File: src/rtl/hdc_pkg.sv
// hdc_pkg: shared widths and argmin state type for the HDC inference path
// DIM defaults to 1024 when not supplied by the build.
`ifndef DIM
`define DIM 1024
`endif
package hdc_pkg;
    localparam int DIM = `DIM;
    typedef enum logic [1:0] {IDLE, SCAN, DRAIN, DONE} argmin_state_e;
    function automatic int simi_w(input int dim);
        return $clog2(dim) + 1;
    endfunction
    function automatic int cls_w(input int n);
        return $clog2(n);
    endfunction
endpackage

File: src/rtl/argmin_cmp.sv
// argmin_cmp: aligns the similarity pipeline and keeps the running minimum
// Ports: clk, rst_n (async active-low); en/idx are sim_en/cls_addr of the
// current cycle; simi is the registered distance for last cycle's address;
// best_idx/best_simi hold the running minimum; nxt_simi (SIMI_REJECT_EN only)
// is the value best_simi takes at the coming edge.
module argmin_cmp #(
    parameter int SIMI_W = 11,
    parameter int CLS_W  = 4
) (
    input  logic              clk,
    input  logic              rst_n,
    input  logic              en,
    input  logic [CLS_W-1:0]  idx,
    input  logic [SIMI_W-1:0] simi,
    output logic [CLS_W-1:0]  best_idx,
    output logic [SIMI_W-1:0] best_simi
`ifdef SIMI_REJECT_EN
    ,
    output logic [SIMI_W-1:0] nxt_simi
`endif
);
    logic             cmp_vld;
    logic [CLS_W-1:0] cmp_idx;
    logic             upd;
    // class 0 reloads unconditionally so stale results never survive a sweep;
    // strict less keeps the lowest index on ties
    assign upd = cmp_vld && (cmp_idx == '0 || simi < best_simi);
`ifdef SIMI_REJECT_EN
    assign nxt_simi = upd ? simi : best_simi;
`endif
    always_ff @(posedge clk or negedge rst_n) begin
        if (!rst_n) begin
            cmp_vld   <= 1'b0;
            cmp_idx   <= '0;
            best_idx  <= '0;
            best_simi <= '0;
        end else begin
            cmp_vld <= en;
            cmp_idx <= idx;
            if (upd) begin
                best_idx  <= cmp_idx;
                best_simi <= simi;
            end
        end
    end
endmodule

File: src/rtl/simi_argmin.sv
// simi_argmin: sweeps all class hypervectors and returns the nearest class
// Ports: clk, rst_n (async active-low); start requests a classification
// (sampled in IDLE only); busy high outside IDLE; cls_addr/sim_en drive the
// class memory and Similarity stage; simi is its registered distance;
// res_vld/res_rdy handshake res_idx/res_simi.
// Optional macro SIMI_REJECT_EN adds rej_thr (in) and res_rej (out).
module simi_argmin
    import hdc_pkg::*;
#(
    parameter int NUM_CLASS = 16,
    parameter int SIMI_W    = simi_w(DIM),
    parameter int CLS_W     = cls_w(NUM_CLASS)
) (
    input  logic              clk,
    input  logic              rst_n,
    input  logic              start,
    output logic              busy,
    output logic [CLS_W-1:0]  cls_addr,
    output logic              sim_en,
    input  logic [SIMI_W-1:0] simi,
    output logic              res_vld,
    input  logic              res_rdy,
    output logic [CLS_W-1:0]  res_idx,
    output logic [SIMI_W-1:0] res_simi
`ifdef SIMI_REJECT_EN
    ,
    input  logic [SIMI_W-1:0] rej_thr,
    output logic              res_rej
`endif
);
    argmin_state_e    state_q, state_d;
    logic [CLS_W-1:0] cnt_q, cnt_d;
    logic             last;
    assign last = cnt_q == CLS_W'(NUM_CLASS - 1);
    always_comb begin
        state_d = state_q;
        cnt_d   = cnt_q;
        case (state_q)
            IDLE: begin
                state_d = start ? SCAN : IDLE;
                cnt_d   = '0;
            end
            SCAN: begin
                state_d = last ? DRAIN : SCAN;
                cnt_d   = last ? '0 : cnt_q + CLS_W'(1);
            end
            DRAIN: state_d = DONE;
            DONE:  state_d = res_rdy ? IDLE : DONE;
            default: state_d = IDLE;
        endcase
    end
    always_ff @(posedge clk or negedge rst_n) begin
        if (!rst_n) begin
            state_q <= IDLE;
            cnt_q   <= '0;
        end else begin
            state_q <= state_d;
            cnt_q   <= cnt_d;
        end
    end
    assign busy     = state_q != IDLE;
    assign sim_en   = state_q == SCAN;
    assign cls_addr = cnt_q;
    assign res_vld  = state_q == DONE;
`ifdef SIMI_REJECT_EN
    logic [SIMI_W-1:0] nxt_simi;
    // the last compare lands on the same edge, so judge its outcome directly
    always_ff @(posedge clk or negedge rst_n) begin
        if (!rst_n)
            res_rej <= 1'b0;
        else if (state_q == DRAIN)
            res_rej <= nxt_simi > rej_thr;
    end
`endif
    argmin_cmp #(.SIMI_W(SIMI_W), .CLS_W(CLS_W)) u_cmp (
        .clk       (clk),
        .rst_n     (rst_n),
        .en        (sim_en),
        .idx       (cls_addr),
        .simi      (simi),
        .best_idx  (res_idx),
        .best_simi (res_simi)
`ifdef SIMI_REJECT_EN
        ,
        .nxt_simi  (nxt_simi)
`endif
    );
endmodule

File: config.mk
export PLATFORM = sky130hd
export DESIGN_NAME = simi_argmin
export DESIGN_NICKNAME = d
export VERILOG_FILES = /design/src/rtl/hdc_pkg.sv /design/src/rtl/argmin_cmp.sv /design/src/rtl/simi_argmin.sv
export SDC_FILE = /design/constraint.sdc
export NUM_CORES = 1
export LEC_CHECK = 0
export ABC_AREA = 1
export CAP_MARGIN = 15
export CORE_AREA = 4 4 57 59
export CTS_CLUSTER_DIAMETER = 150
export CTS_CLUSTER_SIZE = 12
export DETAILED_ROUTE_END_ITERATION = 16
export DIE_AREA = 0 0 61 63
export PLACE_DENSITY = 0.8
export SLEW_MARGIN = 25
export SYNTH_ARGS = -nofsm -noshare
export SYNTH_HDL_FRONTEND = slang
export SYNTH_SLANG_ARGS = --single-unit
File: constraint.sdc
create_clock -name clk -period 4.41 [get_ports clk]
set_input_delay 0.441 -clock clk [delete_from_list [all_inputs] [get_ports clk]]
set_output_delay 0.441 -clock clk [all_outputs]
set_load 0.05 [all_outputs]
; Word-level counts from Yosys, hierarchy flattened
; Index checks and enable logic that the tools add are counted.
[totals]
register_bits = 26
in_bits = 15
word_cells = 24
[op_classes]
add_sub_neg = 1
order_cmp = 1
n_eq_ne = 4
n_mux = 6
reduce_logical = 6
[op_table]
columns = op, n
row1 = $lt A11 B11 Y1, 1
row2 = $pmux W2 S4, 1
row3 = $pmux W4 S2, 1
row4 = $add A4 B1 Y4 const B, 1
row5 = $eq A2 B2 Y1 const B, 2
row6 = $eq A4 B4 Y1 const B, 1
row7 = $logic_not A4 Y1, 1
row8 = $mux W2, 2
row9 = $mux W4, 1
row10 = $reduce_bool A2 Y1, 2
row11 = $eq A2 B1 Y1 const B, 1
row12 = $logic_not A2 Y1, 1
row13 = $logic_and A1 B1 Y1, 1
row14 = $logic_or A1 B1 Y1, 1
row15 = $mux W1, 1

; Depth between registers and ports, before layout
[depth]
word_depth = 3
ltp_mapped = 13
ltp_nobuf = 12

; Cells and area by module
; Synthesis repeated with hierarchy kept, for this count alone.
[hier_totals]
cells_unflattened = 163
area_unflattened_um2 = 1390.1
[by_module_without_submodules]
columns = mod, n_inst, cells_each, area_each_um2
row1 = argmin_cmp, 1, 127, 1049.8
row2 = simi_argmin, 1, 36, 340.3

; Worst setup path after synthesis
; OpenSTA, ideal clock, no wires.
[synth_path]
path_type = reg-to-reg
startpoint = register u_cmp.best_simi[10]
endpoint = register u_cmp.best_simi[0]
setup_time_ns = 0.119
arrival_time_ns = 1.770
required_ns = 4.291
setup_slack_ns = 2.521
stages_incl_launch_ff = 11
path_buffers = 1
period_less_slack_ns = 1.889
cell_sequence = dfrtp_1 > inv_1 > ha_1 > a21o_1 > nor2_1 > nand3_2 > nand2_4 > nand2_4 > buf_6 > nand2_1 > nand2_1
[synth_between]
elab_chain_cells = 3
[synth_lines]
columns = element, line
row1 = "start, declared", argmin_cmp.sv:16  ; output logic [SIMI_W-1:0] best_simi
row2 = "start signal, assigned", argmin_cmp.sv:42  ; best_simi <= simi;
row3 = $lt A11 B11 Y1, argmin_cmp.sv:27  ; assign upd = cmp_vld && (cmp_idx == '0 || simi < best_simi);
row4 = $logic_or A1 B1 Y1, argmin_cmp.sv:27
row5 = $logic_and A1 B1 Y1, argmin_cmp.sv:27
; Every way passes these cells.
; A chain may end at the register's enable or synchronous reset.

; Worst setup path in the final report
[layout_path]
startpoint = register state_q[1]
endpoint = output port sim_en
[layout_between]
elab_chain_cells = 1
[layout_lines]
columns = element, line
row1 = "start, declared", simi_argmin.sv:31  ; argmin_state_e state_q, state_d;
row2 = "start signal, assigned", simi_argmin.sv:57  ; state_q <= state_d;
row3 = $eq A2 B1 Y1, simi_argmin.sv:62  ; assign sim_en = state_q == SCAN;
row4 = "end, declared", simi_argmin.sv:19  ; output logic sim_en,
; Every way passes these cells.

==> results list <==
- Status: completed
- Number of antenna violations at the first check in global routing: 0
- Worst Setup Path Type: reg -> out
- In this run, distinct cell masters in the synthesized netlist total 18.
* Pin count of the biggest net entering global routing: 27
- Routed len/inst: 12.5 um
- All-layer global routing usage: 16.4%
- Transition time at the pin with the least slew margin: 0.581 ns
- Dividing the detail-routed via count by the number of cells gives 5.12.
* Count of inserted antenna diode cells: 0
- Dividing the final minimum period by the clock period gives 55.1%.
- In this run the biggest area consumer among cell types represents 48.9% of the synthesized area.
- Clock Latency Late Sink: 0.31 ns
- Summed over all layers, the global routing overflow is 0.
- Counting every instance in the synthesized netlist gives 159.
* Signed area change from the synthesized netlist to the final layout: 30.0%
* Largest area contributor in the synthesized netlist: dfrtp_1
* Synthesized flop and latch total: 26
* CTS-repair resized insts: 0
- Clock skew on the completed layout was measured at 0.00458 ns.
- Biggest area contributors in the synthesized netlist: dfrtp_1 49%, nand2_1 16%, ha_1 10%, nand3_1 6.8%, inv_1 6.5%
- After synthesis, flip-flops and latches occupy 48.9% of the total area.
- The number of placed instances, taps included, is 221.
- Share of cells above drive strength 1: 4.12%
* Clock buffer count from CTS: 3
* Die Y: 63 um
* Max-cap violations: 0
- The routed layout has 1151 vias.
- The floorplan has 19 rows.
- The via count of the first global-routing pass is 1166.
- The worst setup path is captured at an output pin.
* Hold violation count in the final report: 0
- Static timing analysis puts the maximum clock frequency at 0.412 GHz.
* DIE WIDTH: 61 um
* RD Place Congestion: 0.851
- Class of the tightest hold or removal check: in -> async
* Net count after synthesis: 185
- The first global-routing pass estimated 4.89 mm of wire.
- In the detailed route, the total length drawn on met3 is 158 um.
- Root buffer cell: clkbuf_4
* Clock tree from TritonCTS: built
* I/O pin count: 37
* # nets final: 221
- The detail route stage leaves a number of antenna-violating nets equal to 0.
- Final cell count without fillers: 225
* Final setup margin: 1.98 ns
- The tree built by TritonCTS fans out to 26 sinks.
- Final setup TNS: 0 ns
- For this run, the number of Yosys warnings is 0.
- Worst-case setup slack after placement: 2.20 ns
* Setup Buffers After CTS: 0
- In this run the standard cell core region covers 2710 um^2.
- For this block, wires on met1 add up to 1.18 mm.
- Top routing layer used: met4
* Number of design-rule violations left by the first detailed-router iteration: 70
* Unrepaired setup endpoints after global routing: no
- The clock passes through at most 2 buffers.
- Post-route DRC violation count: 0
- First drt pass iteration count: 4
* Initial core utilization: 49.1%
- Final setup violating endpoints: 0
* Worst Path Arrival: 1.99 ns
- The number of hold buffers added after CTS was 0.
- The count of final max-slew check failures is 0.
- Summing every instance area after synthesis gives 1330 um^2.
* Syn Area/Cell: 8.36 um^2
- Biggest fanout along the worst timing path: 8
- Met2 layer wire length in the routed design: 1.47 mm
- Die area: 3840 um^2
- During placement, the flow inserted port buffers numbering 36.
* Final critical path time including I/O delays and setup: 2.43 ns
- CTS built an H-tree with a depth of 1.
- Headroom to the max-slew limit came out at 61.3%.
* Clock-pin slew reported for the worst setup and hold paths after clock tree synthesis: 0.13 ns
- Critical path required time: 3.97 ns
* Final core occ: 63.8%
- Summed over all nets, the half-perimeter wirelength after detailed placement is 2.14 mm.
- Kind of start point of the critical path: register
- The routed design has 2.81 mm of wire.
## registers in the layout, indices dropped and copies added, names as in the netlist
register and count:
u_cmp.best_simi 11, u_cmp.cmp_idx 4, u_cmp.cmp_vld 1, state_q 2
cls_addr 4, u_cmp.best_idx 4
## worst max-delay path, stage by stage (launching register included)
cell and delay, ns:
dfrtp_1 0.49, nor2_1 0.31, clkdlybuf4s50_1 0.87
## cell usage in the layout, fill, tap and decap left out, drive strengths merged
master	instances
xnor2	1
clkbuf	4
xor2	1
nand2	58
a22o	1
a21o	1
nand3	19
inv	23
dfrtp	26
ha	11
buf	1
a21oi	3
clkdlybuf4s50	35
nor2	6
o21ai	4
## metal layers
layer  global-route usage (%)  vias up
li1                         -      565
met1                     18.7      553
met2                     29.0       31
met3                     4.13        2
met4                     4.88        0
met5                        0        -
## final timing paths
check / startpoint / to / slack (ns) / cells past startpoint
hold / removal: rst_n / u_cmp.best_simi[3]$_DFFE_PN0P_ / 0.1 / 1
setup reg to reg: u_cmp.best_simi[10]$_DFFE_PN0P_ / u_cmp.best_idx[1]$_DFFE_PN0P_ / 2.68 / 9
hold reg to reg: cls_addr[0]$_DFFE_PN0P_ / u_cmp.cmp_idx[0]$_DFF_PN0_ / 0.49 / 0
setup / recovery: state_q[1]$_DFF_PN0_ / sim_en / 1.98 / 2
max in group asynchronous: rst_n / u_cmp.cmp_idx[1]$_DFF_PN0_ / 3.94 / 1
min in group clk: cls_addr[0]$_DFFE_PN0P_ / u_cmp.cmp_idx[0]$_DFF_PN0_ / 0.49 / 0
## metrics by stage
stage	hold slack, ns	area [um^2]
floorplan	0.145	1330
global placement	0.438	1700
detailed placement	0.459	1690
CTS	0.0982	1730
global route	0.108	1730
finish	0.0978	1730
## cell usage after synthesis
cell / count
clkbuf_1: 2
inv_1: 23
o21ai_0: 4
xnor2_1: 1
clkbuf_2: 1
nor2_1: 6
a22o_1: 1
a21oi_1: 3
dfrtp_1: 26
nand2_1: 56
buf_4: 1
ha_1: 11
buf_6: 1
a21o_1: 1
nand3_2: 1
nand2_4: 2
nand3_1: 18
xor2_1: 1
## final cells by class
type	count	area, um^2
Fill cell	246	981
Timing Repair Buffer	36	355
Tap cell	31	38.8
Clock buffer	4	36.3
Multi-Input combinational cell	105	562
Inverter	23	86.3
Sequential cell	26	651
## logic make-up after synthesis
kind of cell | count (synthesis) | share of synthesized area [%]
flops | 26 | 48.9
simple gates | 83 | 26.7
fa+ha+maj | 11 | 10.3
buf+inv | 28 | 8.84
compound gates | 9 | 3.86
xor+xnor | 2 | 1.32
Power is left out: the tool's default activity adds up to more than one toggle a clock period on the data nets, which glitch-free logic cannot reach.
